`src/rtl/led_sched_pkg.sv`:
```
// -----------------------------------------------------------------------------
// led_sched_pkg
//
// Shared types and helpers for the LED mode scheduler:
//   - mode_e    : the four pattern modes, encoded as the mux select value
//   - state_e   : scheduler FSM states (RUN, HOLD, SWITCH)
//   - NUM_MODES : number of pattern modes, also the width of the enable vector
//   - width_min1: counter width helper that never returns zero
//   - next_mode : mode increment with natural 3 -> 0 wrap
// -----------------------------------------------------------------------------
package led_sched_pkg;

  localparam int unsigned NUM_MODES = 4;

  typedef enum logic [1:0] {
    MODE_BLINK = 2'd0,
    MODE_SHIFT = 2'd1,
    MODE_FILL  = 2'd2,
    MODE_ALT   = 2'd3
  } mode_e;

  typedef enum logic [1:0] {
    RUN    = 2'd0,
    HOLD   = 2'd1,
    SWITCH = 2'd2
  } state_e;

  // Width of a counter holding 0..value-1; at least one bit so that a
  // single-state counter still has a legal declaration.
  function automatic int unsigned width_min1(input int unsigned value);
    return (value > 1) ? $clog2(value) : 1;
  endfunction

  // Four modes fill the 2-bit encoding, so the increment wraps 3 -> 0 by itself.
  function automatic mode_e next_mode(input mode_e mode);
    return mode_e'(mode + 2'd1);
  endfunction

endpackage

```
`src/rtl/led_tick_gen.sv`:
```
// -----------------------------------------------------------------------------
// led_tick_gen
//
// Prescaler that divides clk into a one-cycle pattern tick.
// The counter advances on every cycle with count_en high and wraps at
// TICK_DIV-1; the wrap cycle raises tick for the following cycle. clear
// forces the counter to zero and suppresses the tick, and takes priority
// over count_en.
//
// Parameters:
//   TICK_DIV  : clock cycles per tick, >= 2
// Ports:
//   clk       in   system clock, rising edge
//   reset     in   asynchronous, active-high reset
//   count_en  in   advance the prescaler this cycle
//   clear     in   return the prescaler to zero (priority over count_en)
//   tick_next out  value tick takes at the next edge (lets the parent
//                  register outputs that must line up with tick)
//   tick      out  registered one-cycle tick
// -----------------------------------------------------------------------------
module led_tick_gen #(
  parameter int unsigned TICK_DIV = 25_000_000
) (
  input  logic clk,
  input  logic reset,
  input  logic count_en,
  input  logic clear,
  output logic tick_next,
  output logic tick
);

  localparam int unsigned         CNT_W = $clog2(TICK_DIV);
  localparam logic [CNT_W-1:0]    LAST  = CNT_W'(TICK_DIV - 1);

  logic [CNT_W-1:0] count_q, count_d;
  logic             tick_q;
  logic             wrap;

  // NOTE: every signal assigned in always_comb gets a default first, so no
  // path leaves it unassigned and no latch is inferred.
  always_comb begin
    wrap      = (count_q == LAST);
    tick_next = count_en && !clear && wrap;
    count_d   = count_q;
    if (clear) begin
      count_d = '0;
    end else if (count_en) begin
      count_d = wrap ? '0 : count_q + 1'b1;
    end
  end

  // NOTE: state registers use non-blocking assignments so every register
  // samples the pre-edge values, independent of statement order.
  always_ff @(posedge clk or posedge reset) begin
    if (reset) begin
      count_q <= '0;
      tick_q  <= 1'b0;
    end else begin
      count_q <= count_d;
      tick_q  <= tick_next;
    end
  end

  assign tick = tick_q;

endmodule

```
`src/rtl/led_mode_scheduler.sv`:
```
// -----------------------------------------------------------------------------
// led_mode_scheduler
//
// Selects which of the four LED pattern modules runs and feeds it a
// tick-qualified enable. Modes advance on a button press or, with auto_en,
// after DWELL_TICKS ticks in the current mode. Every mode change spends one
// SWITCH cycle pulsing mode_clr to the newly selected module; pause freezes
// the prescaler and dwell count in HOLD.
//
// Parameters:
//   TICK_DIV        : clock cycles per pattern tick, >= 2
//   DWELL_TICKS     : ticks per mode in auto rotation, >= 1
//   DEBOUNCE_CYCLES : consecutive high samples needed on btn_next
//                     (only with LED_SCHED_DEBOUNCE_EN)
// Ports:
//   clk      in   system clock, rising edge
//   reset    in   asynchronous, active-high reset
//   btn_next in   advance-mode request (level)
//   auto_en  in   enable automatic rotation
//   pause    in   freeze tick and dwell count
//   mode_sel out  active mode index 0..3 (mux select for pattern outputs)
//   mode_en  out  one-hot enable to pattern module i, high only on tick cycles
//   mode_clr out  one-cycle clear for the newly selected pattern module
//   tick     out  one-cycle pattern tick
//
// Build option:
//   LED_SCHED_DEBOUNCE_EN : when defined, a press is accepted only after
//   btn_next has been high for DEBOUNCE_CYCLES consecutive cycles, and it
//   must go low again before the next press counts. When undefined, a plain
//   rising edge of btn_next is accepted.
// -----------------------------------------------------------------------------
module led_mode_scheduler
  import led_sched_pkg::*;
#(
  parameter int unsigned TICK_DIV        = 25_000_000,
  parameter int unsigned DWELL_TICKS     = 16,
  parameter int unsigned DEBOUNCE_CYCLES = 250_000
) (
  input  logic                 clk,
  input  logic                 reset,
  input  logic                 btn_next,
  input  logic                 auto_en,
  input  logic                 pause,
  output logic [1:0]           mode_sel,
  output logic [NUM_MODES-1:0] mode_en,
  output logic                 mode_clr,
  output logic                 tick
);

  localparam int unsigned          DWELL_W    = width_min1(DWELL_TICKS);
  localparam logic [DWELL_W-1:0]   DWELL_LAST = DWELL_W'(DWELL_TICKS - 1);

  state_e                 state_q, state_d;
  mode_e                  mode_q,  mode_d;
  logic [DWELL_W-1:0]     dwell_q, dwell_d;
  logic [NUM_MODES-1:0]   en_q,    en_d;
  logic                   clr_q;

  logic btn_accept;
  logic dwell_expiry;
  logic advance;
  logic count_en;
  logic tick_next;

  // ---------------------------------------------------------------------------
  // Button acceptance
  // ---------------------------------------------------------------------------
`ifdef LED_SCHED_DEBOUNCE_EN
  localparam int unsigned        DB_W    = width_min1(DEBOUNCE_CYCLES);
  localparam logic [DB_W-1:0]    DB_LAST = DB_W'(DEBOUNCE_CYCLES - 1);

  // db_cnt_q counts consecutive high samples before the accepting one;
  // db_done_q locks out further accepts until the button is seen low.
  logic [DB_W-1:0] db_cnt_q;
  logic            db_done_q;

  assign btn_accept = btn_next && !db_done_q && (db_cnt_q == DB_LAST);

  always_ff @(posedge clk or posedge reset) begin
    if (reset) begin
      db_cnt_q  <= '0;
      db_done_q <= 1'b0;
    end else if (!btn_next) begin
      db_cnt_q  <= '0;
      db_done_q <= 1'b0;
    end else if (!db_done_q) begin
      if (db_cnt_q == DB_LAST) begin
        db_cnt_q  <= '0;
        db_done_q <= 1'b1;
      end else begin
        db_cnt_q  <= db_cnt_q + 1'b1;
      end
    end
  end
`else
  logic btn_q;

  assign btn_accept = btn_next && !btn_q;

  always_ff @(posedge clk or posedge reset) begin
    if (reset) begin
      btn_q <= 1'b0;
    end else begin
      btn_q <= btn_next;
    end
  end
`endif

  // ---------------------------------------------------------------------------
  // Advance request and prescaler control
  // ---------------------------------------------------------------------------
  // tick is only ever high in RUN, so it doubles as the RUN qualifier here.
  assign dwell_expiry = tick && auto_en && (state_q == RUN) && (dwell_q == DWELL_LAST);

  // A press arriving while SWITCH is in progress is dropped; a press and an
  // expiry in the same cycle still produce a single advance.
  assign advance = (btn_accept && (state_q != SWITCH)) || dwell_expiry;

  // Leaving SWITCH does not count, so the first tick after a mode change
  // lands TICK_DIV edges after the exit edge.
  assign count_en = !pause && (state_q != SWITCH);

  led_tick_gen #(
    .TICK_DIV (TICK_DIV)
  ) u_tick_gen (
    .clk       (clk),
    .reset     (reset),
    .count_en  (count_en),
    .clear     (advance),
    .tick_next (tick_next),
    .tick      (tick)
  );

  // ---------------------------------------------------------------------------
  // Next-state logic
  // ---------------------------------------------------------------------------
  always_comb begin
    state_d = state_q;
    mode_d  = mode_q;
    dwell_d = dwell_q;
    en_d    = '0;

    unique case (state_q)
      RUN: begin
        if (advance)    state_d = SWITCH;
        else if (pause) state_d = HOLD;
      end
      HOLD: begin
        if (advance)     state_d = SWITCH;
        else if (!pause) state_d = RUN;
      end
      SWITCH: begin
        state_d = pause ? HOLD : RUN;
      end
      default: begin
        state_d = RUN;
      end
    endcase

    if (advance) begin
      mode_d = next_mode(mode_q);
    end

    // A tick that coincides with an advance has already been delivered to
    // the old mode; the dwell count restarts for the new mode.
    if (advance || !auto_en) begin
      dwell_d = '0;
    end else if (tick) begin
      dwell_d = dwell_q + 1'b1;
    end

    // tick_next excludes advancing cycles, so mode_q is still the mode that
    // will be active when the tick is seen.
    if (tick_next) begin
      en_d[mode_q] = 1'b1;
    end
  end

  // ---------------------------------------------------------------------------
  // State and output registers
  // ---------------------------------------------------------------------------
  always_ff @(posedge clk or posedge reset) begin
    if (reset) begin
      state_q <= RUN;
      mode_q  <= MODE_BLINK;
      dwell_q <= '0;
      en_q    <= '0;
      clr_q   <= 1'b0;
    end else begin
      state_q <= state_d;
      mode_q  <= mode_d;
      dwell_q <= dwell_d;
      en_q    <= en_d;
      clr_q   <= advance;
    end
  end

  assign mode_sel = mode_q;
  assign mode_en  = en_q;
  assign mode_clr = clr_q;

endmodule

```
`config.mk`:
```
export PLATFORM = sky130hd
export DESIGN_NAME = led_mode_scheduler
export DESIGN_NICKNAME = d
export VERILOG_FILES = /design/src/rtl/led_sched_pkg.sv /design/src/rtl/led_tick_gen.sv /design/src/rtl/led_mode_scheduler.sv
export SDC_FILE = /design/constraint.sdc
export NUM_CORES = 1
export LEC_CHECK = 0
export ABC_AREA = 0
export CAP_MARGIN = 5
export CORE_ASPECT_RATIO = 0.5
export CORE_UTILIZATION = 45
export DETAILED_ROUTE_END_ITERATION = 6
export GPL_TIMING_DRIVEN = 0
export PLACE_DENSITY = 0.64
export SYNTH_ARGS = -nofsm -noshare
export SYNTH_HDL_FRONTEND = slang
export SYNTH_SLANG_ARGS = --single-unit
```
`constraint.sdc`:
```
create_clock -name clk -period 2.5 [get_ports clk]
set_input_delay 0.5 -clock clk [delete_from_list [all_inputs] [get_ports clk]]
set_output_delay 0.5 -clock clk [all_outputs]
set_load 0.01 [all_outputs]
```
==> out/results.txt, run 1 <==
Status = completed
# setup viols final = 0
Final worst setup slack = 114.7 ps
Sink Count = 40
Syn Nets = 224
Buffers on Ports = 12
Post-synth top cells = dfrtp_1 (40), nand2_1 (31), o21ai_0 (17)
Initial antenna violation count = 0
Worst R2R End = u_tick_gen.count_q[1]
Core ar. = 4424 sq um
CP Max Fanout = 10
Synthesized area per cell = 9.839 sq um
Cell family with the largest share of critical-path delay = simple AND/OR/NAND/NOR gates
Register-to-register setup slack = 110 ps
Clock skew = 4.939 ps
CTS root buf = clkbuf_8
WP depth = 7
Die area = 4951 sq um
Period minus WS final = 2385 ps
Total global routing overflow = 0
N_diodes = 0
Synth unique cells = 42
Crit path kind = reg2reg
CP Launch Type = flop
Avg WL per Cell = 14.60 microns
TritonCTS Buffers = 5
Post-Syn Area = 2096 sq um
TritonCTS clock tree = built
Post-synth top area cell = dfrtp_1
Crit-path slowest cell = or4_1
Max Slew Vio Count = 0
Post-DR vias/cell = 5.616
Cts hold-fix bufs = 0
ANT nets after route = 0
Area grow syn2layout = 13.31%
Area share of the leading cell type in the synthesized netlist = 0.4776
Seq cells post-synth = 40
Die H = 50.26 microns
Worst-skew pair later-pin latency = 290 ps
Detailed placer's ending HPWL = 2951 microns
Sequential area share after synthesis = 0.4776
Max-Cap Viols = 0
Setup Buffers After CTS = 0
Gpl congestion = 0.8763
Critical path arrival = 2570 ps
Top post-synthesis cells by area = dfrtp_1 (48%), xor2_1 (5.9%), nand2_1 (5.6%), o21ai_0 (4.1%), ha_1 (3.6%)
Worst Hold End = state_q[1]
Most frequent cell after synthesis = dfrtp_1
RSZ-0062 raised after global routing = false
Fillcell total = 393
Req. time, crit path = 2690 ps
Post-synth ARST share = 1.000
Post-synth EDFFs = 0
PD cells = 562.1 nW/um^2
Worst-path cell chain = ha_2 > nand3_2 > or4_1 > or4_1 > buf_6 > buf_8 > a32o_1
Design Area, Final = 2375 sq um
Util after Layout = 0.5368
Vias = 1623
Worst-path clk slew = 80 ps
Main synth FF type = dfrtp_1
Cell count after synthesis = 213
FMAX = 0.4192 GHz
CP peak stage delay = 550 ps
Worst R2R Start = u_tick_gen.count_q[0]
Pin count of the biggest net entering global routing = 41
Number of global-route vias before repair = 1579
All-layer global routing usage = 0.1929
DP Area = 2287 sq um
Top Ports = 13
Relative slew slack = 0.4566
Maximum vdd drop = 0.2507 mV
Row cnt = 17
LEAKAGE = 0.9726 nW
DRC = 0
Post-Route WL = 4218 microns
First-pass GRT wire length = 7279 microns
Hold crit path type = reg2reg
Die X = 98.51 microns
Setup TNS Final = 0 ps
Least-Margin Pin Slew = 813.9 ps
Deepest clock path buffer count = 2
Final Hold Vio Count = 0
Buf+Inv Stages, Crit Path = 2
Hold depth = 1
Share of layout cells above drive strength 1 = 0.1034
Drt first pass iters = 6
Initial Util = 0.4737
Power, Total = 0.001335 W
Hold path start = state_q[1]
Net count, final = 243
Yosys warnings = 0
Most frequent CP cell = or4_1
1st-iter DRT viols = 82
Worst slack, placed = 87.93 ps
H-tree depth = 2
Final Cycle Share = 0.9541
Worst R2R Path Depth = 7
Crit end category = flop
[registers in the layout (all words and copies together) (netlist names)]
register	count
mode_clr	1
u_tick_gen.count_q	25
dwell_q	4
u_tick_gen.tick	1
btn_q	1
mode_sel	2
state_q	2
mode_en	4
[cells in the final DEF, fill, tap and decap left out, types with 3 or more instances in the layout]
cell type        netlist  final
clkdlybuf4s50_1        0     12
nand2_1               31     31
or2_2                  3      3
a31oi_1               10     10
ha_1                   6      5
clkbuf_1               3      3
nand3_1               10     10
or3_1                  3      3
dfrtp_1               40     40
nor2_1                12     12
xnor2_1                4      4
nand3b_1               5      5
a21oi_1                3      3
o21ai_0               17     17
clkbuf_8               0      5
and2_1                 4      4
nand4_1                9      9
inv_1                  4      3
buf_6                  3      4
xor2_1                14     14
[cell families (layout without fill, tap and decap cells)]
family	Yosys count	in the layout	synth area share
adders and majority gates	6	6	0.03582
AOI/OAI and AO/OA	38	38	0.1081
and+or+nand+nor	98	98	0.2591
muxes	1	1	0.004776
DFF	40	40	0.4776
buffers and inverters	12	31	0.03940
xor gates and xnor gates	18	18	0.07522
[report_power, final]
| part | switching (W) | internal [W] | total (W) |
|---|---|---|---|
| Clock | 0.000233 | 0.000189 | 0.000422 |
| Combinational | 0.000104 | 0.0000889 | 0.000193 |
| Sequential | 0.0000387 | 0.000682 | 0.000721 |
[layer usage]
metal / vias to the layer above / GRT usage / wire, microns
met5: - / 0 / 0
met4: 0 / 0.05224 / 57
li1: 791 / - / -
met1: 781 / 0.2622 / 2151
met3: 8 / 0.04596 / 219
met2: 43 / 0.3122 / 1789
[worst max-delay path by stage]
| stage | startpoint | slack, ps | end |
|---|---|---|---|
| after floorplan | u_tick_gen.count_q[0] | 280 | u_tick_gen.count_q[1] |
| after global placement | u_tick_gen.count_q[0] | 130 | u_tick_gen.count_q[3] |
| after detailed placement | pause | 90 | u_tick_gen.count_q[3] |
| after CTS | u_tick_gen.count_q[0] | 80 | u_tick_gen.count_q[3] |
| after global routing | u_tick_gen.count_q[0] | 40 | u_tick_gen.count_q[12] |
| final | u_tick_gen.count_q[0] | 110 | u_tick_gen.count_q[1] |
[worst register-to-register path, delay by kind of cell (launching register included)]
family,cells,cell delay [ps]
simple gates,3,1090
flops,1,400
buf+inv,2,310
compound gates,1,250
fa+ha+maj,1,230
[what timing repair did]
action                                  in CTS  in global routing
endpoints found under the setup margin       0                  5
gates resized for setup                      0                  2
hold endpoints to repair                     0                  0
[per-stage QoR]
stage,std cells,hold WS (ps)
after global routing,289,498.4
after global placement,282,438.4
after floorplan,213,418.4
final,289,459.6
after CTS,289,454.6
after detailed placement,282,446.5
[layout make-up]
cell class                      count  area (sq um)  area share
Tap cell                           57         71.32     0.03003
Sequential cell                    40          1001      0.4215
Clock inverter                      2         12.51    0.005269
Clock buffer                        5         68.82     0.02898
Multi-Input combinational cell    161          1015      0.4273
Inverter                            4         15.01    0.006322
Timing Repair Buffer               12         120.1     0.05058
Buffer                              8         71.32     0.03003
No activity file was read; power rests on OpenSTA's default activity.
==> run 2, diff against run 1 <==
--- a/config.mk
+++ b/config.mk
@@ -6,6 +6,7 @@
 export NUM_CORES = 1
 export LEC_CHECK = 0
 export ABC_AREA = 0
+export ABC_CLOCK_PERIOD_IN_PS = 2500
 export CAP_MARGIN = 5
 export CORE_ASPECT_RATIO = 0.5
 export CORE_UTILIZATION = 45
@@ -15,3 +16,4 @@
 export SYNTH_ARGS = -nofsm -noshare
 export SYNTH_HDL_FRONTEND = slang
 export SYNTH_SLANG_ARGS = --single-unit
+export TNS_END_PERCENT = 10
==> results of run 2 <==
Same layout as run 1: the final DEF is identical, and so are final timing and power.
==> run 3, diff against run 2 <==
--- a/config.mk
+++ b/config.mk
@@ -12,7 +12,7 @@
 export CORE_UTILIZATION = 45
 export DETAILED_ROUTE_END_ITERATION = 6
 export GPL_TIMING_DRIVEN = 0
-export PLACE_DENSITY = 0.64
+export PLACE_DENSITY_LB_ADDON = 0.15
 export SYNTH_ARGS = -nofsm -noshare
 export SYNTH_HDL_FRONTEND = slang
 export SYNTH_SLANG_ARGS = --single-unit
==> out/results.txt, run 3 (synthesis results as in run 1) <==
Status = completed
H-tree depth = 2 (unchanged)
Net count, final = 244 (+0.41%)
Row cnt = 17 (unchanged)
Req. time, crit path = 2680 ps (about the same)
Final Cycle Share = 0.9460 (-0.008165)
First-pass GRT wire length = 7362 microns (+1.1%)
Die area = 4951 sq um (unchanged)
Vias = 1636 (+0.80%)
Setup TNS Final = 0 ps (unchanged)
Relative slew slack = 0.4542 (-0.002372)
Initial antenna violation count = 0 (unchanged)
FMAX = 0.4229 GHz (+0.86%)
TritonCTS Buffers = 5 (unchanged)
Share of layout cells above drive strength 1 = 0.1111 (+0.007663)
Detailed placer's ending HPWL = 2928 microns (-0.79%)
Crit path kind = reg2reg
Initial Util = 0.4737 (unchanged)
Register-to-register setup slack = 140 ps (+20 ps)
Drt first pass iters = 6 (unchanged)
Total global routing overflow = 0 (unchanged)
CTS root buf = clkbuf_8
Worst-path clk slew = 80 ps (about the same)
N_diodes = 0 (unchanged)
DRC = 0 (unchanged)
# setup viols final = 0 (unchanged)
Critical path arrival = 2550 ps (-20 ps)
Sink Count = 40 (unchanged)
Core ar. = 4424 sq um (unchanged)
All-layer global routing usage = 0.1945 (+0.001629)
Power, Total = 0.001482 W (+11%)
CP Launch Type = flop
Design Area, Final = 2419 sq um (+1.8%)
Least-Margin Pin Slew = 817.5 ps (+3.552 ps)
TritonCTS clock tree = built
1st-iter DRT viols = 138 (+68%)
Top Ports = 13 (unchanged)
Util after Layout = 0.5467 (+0.009898)
Gpl congestion = 0.7913 (-9.7%)
Die X = 98.51 microns (unchanged)
Period minus WS final = 2365 ps (-20.41 ps)
Number of global-route vias before repair = 1589 (+0.63%)
Area grow syn2layout = 15.40%
Die H = 50.26 microns (unchanged)
Worst-skew pair later-pin latency = 300 ps (about the same)
ANT nets after route = 0 (unchanged)
Avg WL per Cell = 14.42 microns (-1.2%)
Hold_ws = 450.0 ps (-9.615 ps)
Pin count of the biggest net entering global routing = 41 (unchanged)
Most frequent cells in the layout = dfrtp_1 (40), nand2_1 (31), o21ai_0 (17)
PD cells = 612.6 nW/um^2 (+9.0%)
Hold depth = 1 (unchanged)
Max FFs per register = 25 (unchanged)
LEAKAGE = 0.9976 nW (+2.6%)
Buffers on Ports = 12 (unchanged)
Max Slew Vio Count = 0 (unchanged)
Hold crit path type = reg2reg
DP Area = 2287 sq um (unchanged)
Clock skew = 9.062 ps (+4.123 ps)
RSZ-0062 raised after global routing = false
Most common cell after layout, fill and taps aside = dfrtp_1
CP Max Fanout = 10 (unchanged)
Largest Register = u_tick_gen.count_q
Post-DR vias/cell = 5.622 (+0.11%)
Post-Route WL = 4197 microns (-0.50%)
Max-Cap Viols = 0 (unchanged)
Crit end category = flop
Worst R2R Path Depth = 7 (unchanged)
Maximum vdd drop = 0.2654 mV (+5.9%)
Deepest clock path buffer count = 2 (unchanged)
Final Hold Vio Count = 0 (unchanged)
==> run 3: routing by layer <==
metal / track usage / part of all wire / routed length (microns)
met5: 0 / 0 / 0
met4: 0.06965 / 0.013 / 55
met3: 0.05014 / 0.054 / 226
met2: 0.3063 / 0.43 / 1817
met1: 0.2625 / 0.50 / 2097
==> run 3: final timing paths <==
| path | from | end |
|---|---|---|
| worst min-delay path | state_q[1] | state_q[1] |
| worst max-delay path | u_tick_gen.count_q[1] | u_tick_gen.count_q[1] |
| worst min register to register | state_q[1] | state_q[1] |
| worst max register to register | u_tick_gen.count_q[1] | u_tick_gen.count_q[1] |
| min in group asynchronous | reset | btn_q |
| max in group asynchronous | reset | u_tick_gen.count_q[14] |
==> run 3: where the power goes <==
part	switching, W	internal [W]
clock network	0.000235	0.000326
registers	0.0000369	0.000682
logic	0.000108	0.0000938
total	0.000380	0.00110
==> run 3: what timing repair did <==
action / in CTS / in global routing
hold buffers: 0 / 0
setup buffers: 0 / 1
gates resized for setup: 0 / 1
endpoints found under the setup margin: 0 / 10
==> run 3: critical path, stage by stage (launching register included) <==
cell and delay (ps):
dfrtp_1 380, ha_2 220, nand3_2 120, or4_1 430, or4_1 550, buf_6 170
buf_8 140, a32o_1 250
==> run 3: final cells by class <==
cell class	instances	area [sq um]
sequential	40	1001
multi-input combinational	161	1015
buffer	8	67.56
inverter	4	15.01
fill	390	2006
clock buffer	6	82.58
clock inverter	2	38.79
timing repair buffer	13	127.6
tap	57	71.32
==> run 3: stage by stage <==
step / std cells / worst slack (ps)
2_1_floorplan: 213 / 282.3
3_3_place_gp: 282 / 120.1
3_5_place_dp: 282 / 92.59
4_1_cts: 290 / 104.4
5_1_grt: 291 / 27.21
6_report: 291 / 135.1
